==> src/rtl/snk_input_cond.sv <==
// snk_input_cond: debounces the hps_io joystick word, shapes coin and pause, builds PLAYER1.
// Build option SNK_COIN_COUNTER_EN adds the coin_count counter; coin_state_o encodes IDLE=0 PULSE=1 GAP=2 HOLD=3.
module snk_input_cond #(
  parameter int DEB_CYCLES      = 53600,
  parameter int COIN_LOW_CYCLES = 5360000,
  parameter int COIN_GAP_CYCLES = 5360000
) (
  input  logic        i_clk,
  input  logic        RESETn,
  input  logic [15:0] joystick,
  output logic [15:0] PLAYER1,
  output logic        pause_out,
  output logic [7:0]  coin_count,
  output logic [1:0]  coin_state_o
);

  localparam int PW   = (DEB_CYCLES > 1) ? $clog2(DEB_CYCLES) : 1;
  localparam int CMAX = (COIN_LOW_CYCLES > COIN_GAP_CYCLES) ? COIN_LOW_CYCLES : COIN_GAP_CYCLES;
  localparam int CW   = (CMAX > 1) ? $clog2(CMAX) : 1;
  localparam logic [PW-1:0] PRE_LAST = PW'(DEB_CYCLES - 1);
  localparam logic [CW-1:0] LOW_LAST = CW'(COIN_LOW_CYCLES - 1);
  localparam logic [CW-1:0] GAP_LAST = CW'(COIN_GAP_CYCLES - 1);

  typedef enum logic [1:0] {
    ST_IDLE  = 2'd0,
    ST_PULSE = 2'd1,
    ST_GAP   = 2'd2,
    ST_HOLD  = 2'd3
  } coin_state_e;

  logic [PW-1:0] pre_q, pre_d;
  logic          tick;
  logic [11:0]   samp_q, samp_d;
  logic [11:0]   deb_q, deb_d;
  logic [11:0]   agree;
  logic          deb9_prev_q;
  logic          pause_q, pause_d;
  coin_state_e   state_q, state_d;
  logic [CW-1:0] cnt_q, cnt_d;
  logic [15:0]   p1_q, p1_d;
  logic          up_c, dn_c, rt_c, lf_c;
  logic          unused_hi;

  assign unused_hi = ^joystick[15:12];

  // A bit is accepted only when two consecutive tick samples agree.
  always_comb begin
    tick   = (pre_q == PRE_LAST);
    pre_d  = tick ? '0 : pre_q + PW'(1);
    agree  = ~(samp_q ^ joystick[11:0]);
    samp_d = samp_q;
    deb_d  = deb_q;
    if (tick) begin
      samp_d = joystick[11:0];
      deb_d  = (agree & joystick[11:0]) | (~agree & deb_q);
    end
  end

  assign pause_d = pause_q ^ (deb_q[9] & ~deb9_prev_q);

  // Coin FSM is frozen entirely while paused.
  always_comb begin
    state_d = state_q;
    cnt_d   = cnt_q;
    if (!pause_q) begin
      case (state_q)
        ST_IDLE: begin
          if (deb_q[8]) begin
            state_d = ST_PULSE;
            cnt_d   = '0;
          end
        end
        ST_PULSE: begin
          if (cnt_q == LOW_LAST) begin
            state_d = ST_GAP;
            cnt_d   = '0;
          end else begin
            cnt_d = cnt_q + CW'(1);
          end
        end
        ST_GAP: begin
          if (cnt_q == GAP_LAST) begin
            state_d = ST_HOLD;
            cnt_d   = '0;
          end else begin
            cnt_d = cnt_q + CW'(1);
          end
        end
        ST_HOLD: begin
          if (!deb_q[8]) state_d = ST_IDLE;
        end
        default: state_d = ST_IDLE;
      endcase
    end
  end

  // Opposing directions pressed together cancel each other out.
  always_comb begin
    up_c = deb_q[3] & ~deb_q[2];
    dn_c = deb_q[2] & ~deb_q[3];
    rt_c = deb_q[0] & ~deb_q[1];
    lf_c = deb_q[1] & ~deb_q[0];
    p1_d = {2'b11, ~up_c, ~dn_c, ~rt_c, ~lf_c, ~deb_q[10], ~deb_q[11], 3'b111,
            ~deb_q[6], ~deb_q[5], ~deb_q[4], ~deb_q[7], (state_q != ST_PULSE)};
  end

  always_ff @(posedge i_clk) begin
    if (!RESETn) begin
      pre_q       <= '0;
      samp_q      <= '0;
      deb_q       <= '0;
      deb9_prev_q <= 1'b0;
      pause_q     <= 1'b0;
      state_q     <= ST_IDLE;
      cnt_q       <= '0;
      p1_q        <= 16'hFFFF;
    end else begin
      pre_q       <= pre_d;
      samp_q      <= samp_d;
      deb_q       <= deb_d;
      deb9_prev_q <= deb_q[9];
      pause_q     <= pause_d;
      state_q     <= state_d;
      cnt_q       <= cnt_d;
      p1_q        <= p1_d;
    end
  end

`ifdef SNK_COIN_COUNTER_EN
  logic [7:0] coins_q;
  logic       coin_start;

  assign coin_start = !pause_q && (state_q == ST_IDLE) && deb_q[8];

  always_ff @(posedge i_clk) begin
    if (!RESETn) begin
      coins_q <= 8'h00;
    end else if (coin_start) begin
      coins_q <= coins_q + 8'd1;
    end
  end

  assign coin_count = coins_q;
`else
  assign coin_count = 8'h00;
`endif

  assign PLAYER1      = p1_q;
  assign pause_out    = pause_q;
  assign coin_state_o = state_q;

endmodule

==> config.mk <==
export PLATFORM = sky130hd
export DESIGN_NAME = snk_input_cond
export DESIGN_NICKNAME = d
export VERILOG_FILES = /design/src/rtl/snk_input_cond.sv
export SDC_FILE = /design/constraint.sdc
export NUM_CORES = 1
export LEC_CHECK = 0
export CORE_MARGIN = 1
export CORE_UTILIZATION = 41
export CTS_BUF_LIST = sky130_fd_sc_hd__clkbuf_8
export DETAILED_ROUTE_END_ITERATION = 16
export PLACE_DENSITY = 0.6
export SYNTH_ARGS = -nofsm -noshare
export SYNTH_HDL_FRONTEND = slang
export SYNTH_SLANG_ARGS = --single-unit
==> constraint.sdc <==
create_clock -name i_clk -period 3 [get_ports i_clk]
set_input_delay 0.75 -clock i_clk [delete_from_list [all_inputs] [get_ports i_clk]]
set_output_delay 0.75 -clock i_clk [all_outputs]
set_load 0.02 [all_outputs]
==> metrics.cfg <==
[status]
status = finished, final reports clean

[detailed_routing]
viasPerCell = 5.272
dr.pass1.iters = 4
ant_nets = 0
vias = 2947
drc = 0
wire_per_inst_um = 13.14
routed_wirelength_um = 7347
drt_iter0_drc = 136

[final_layout]
antennaDiodeCount = 0
syn_to_final_growth_pct = 15.59
fin_nets = 475
final_cells = 559
final_core_util = 0.4932
drive_gt1_frac = 0.07269
num-fill-cells = 825

[grt]
grt_pass1_vias = 2664
grt_pass1_wl_um = 12390
grt.total_usage = 0.1759
antenna_found_initial = 0
grt-ovfl-total = 0
grt_max_degree = 47

[placement]
dp_hpwl_um = 4703
place_congestion = 0.8263
numPortBuffers = 27
dp_cells = 543

[cts]
cts_resized = 0
clockRootBuffer = clkbuf_8
insertion_delay_ps = 350
cts.sinks = 78
post_cts_buffers = 0
clkSlewWorstSetupHoldPaths_ps = 90
cts_buffers = 9
h-tree-depth = 3
cts_tree = done
clockBufferDepth = 2
cts_hold_buf = 0

[synth]
synth.cell_area_sq_um = 3523
synth-seq-cells = 78
ys_seq_area_frac = 0.4432
yosys.cell_count.top_type = dfxtp_1
yosys_warnings = 0
synth_common_cells = dfxtp_1 (78), nand2_1 (75), a21oi_1 (31)
synth_edf_count = 0
synthXorXnorAreaFrac = 0.04474
synthTopCellsByArea = dfxtp_1 (44%), nand2_1 (8.0%), a21oi_1 (4.4%)
synth_ff_type = dfxtp_1
synth_top_cell_area_share = 0.4432
async_flop_share = 0
synth_largest_area_cell = dfxtp_1
ys_types = 47
synthesis.instances = 424
avgSynthCellArea_sq_um = 8.310
synth.mux.area_fraction = 0.01456
synthSimpleGateAreaFrac = 0.2777
synth_compound_area_frac = 0.1307
synthAdderAreaFrac = 0.02841
synth_top_family_by_area = simple AND/OR/NAND/NOR gates

[pwr]
p_leak_nw = 1.400
power.density_nw_per_um2 = 560.2
ir_worst_vdd_mv = 0.2347
p_total_w = 0.002282

[floorplanning]
rows = 33
chipWidth_um = 94.70
core-area_sq_um = 8258
start_util = 0.4267
io_pins = 45
die-height_um = 94.70
dieArea_sq_um = 8968

[sta]
maxSlewViolCount = 0
whs_ps = 398.8
setup_viol = 0
finalClockSkew_ps = 8.715
min_period_ps = 2318
tns_ps = 0
rsz0062_at_grt = false
finalHoldViolCount = 0
max_freq_mhz = 431.4
worstMarginPinSlew_ps = 758.7
slew_headroom = 0.4895
fin_crit_sh = 0.7727

[flow_run]
cap_violations = 0

[critical_path]
required_ps = 3270
start_kind = flip-flop
arrival_ps = 2590
critical_path_class = reg -> reg
r2r_setup_slack_ps = 680
reg2reg_depth = 7
critPathMaxFanout = 16
end_kind = flip-flop

[min_path]
min_path_type = reg -> reg
holdPathStages = 1

[area by class of cell]
cell class	count	area, sq um	share of cell area
Multi-Input combinational cell	319	1802	0.4424
Clock inverter	7	97.59	0.02396
Inverter	5	18.77	0.004608
Tap cell	105	131.4	0.03226
Sequential cell	78	1562	0.3834
Timing Repair Buffer	36	337.8	0.08295
Clock buffer	9	123.9	0.03041
[cell families (layout without fill, tap and decap cells)]
kind of cell	after synthesis	after routing
simple gates	197	197
compound gates	78	78
flops	78	78
buf+inv	38	57
xor+xnor	18	18
fa+ha+maj	8	8
mux	5	5
other cells	2	13
[worst paths after layout]
kind	startpoint	end
min reg2reg	flip-flop	PLAYER1[9]
max reg2reg	coin_state_o[1]	cnt_q[18]
max	coin_state_o[1]	cnt_q[18]
min	flip-flop	PLAYER1[9]
[power breakdown]
| group | leakage (nW) | internal [W] | switching [W] |
|---|---|---|---|
| Combinational | 0.659 | 0.000121 | 0.000222 |
| Clock | 0.112 | 0.000473 | 0.000403 |
| Sequential | 0.629 | 0.00105 | 0.0000148 |
[through the flow]
step	worst slack, ps	area, sq um
2_1_floorplan	560.2	3565
3_3_place_gp	598.0	3851
3_5_place_dp	549.9	3851
4_1_cts	672.5	4073
5_1_grt	527.0	4073
6_report	681.9	4073
[critical path, cell delays in order, from the launching register on]
cell and delay (ps):
dfxtp_1 450, inv_1 120, ha_1 190, nor2b_2 170, or3_1 350, a211o_4 410
or3_1 380, a31oi_1 170
[metal layers]
metal / GRT usage / vias to the layer above / routed length (um)
li1: - / 1518 / -
met1: 0.2296 / 1372 / 3730
met2: 0.2830 / 50 / 3231
met3: 0.03543 / 7 / 292
met4: 0.07071 / 0 / 92
met5: 0 / - / 0
[cell usage in the layout, fill, tap and decap left out, drive strengths merged, types with 11 or more instances in the layout]
cell           instances
o22ai                 12
nand2                 75
nand3                 26
nor2                  29
nand4                 11
clkdlybuf4s50         27
dfxtp                 78
a21oi                 31
o21ai                 18
conb                  13
Power figures use the tool's default switching activity.
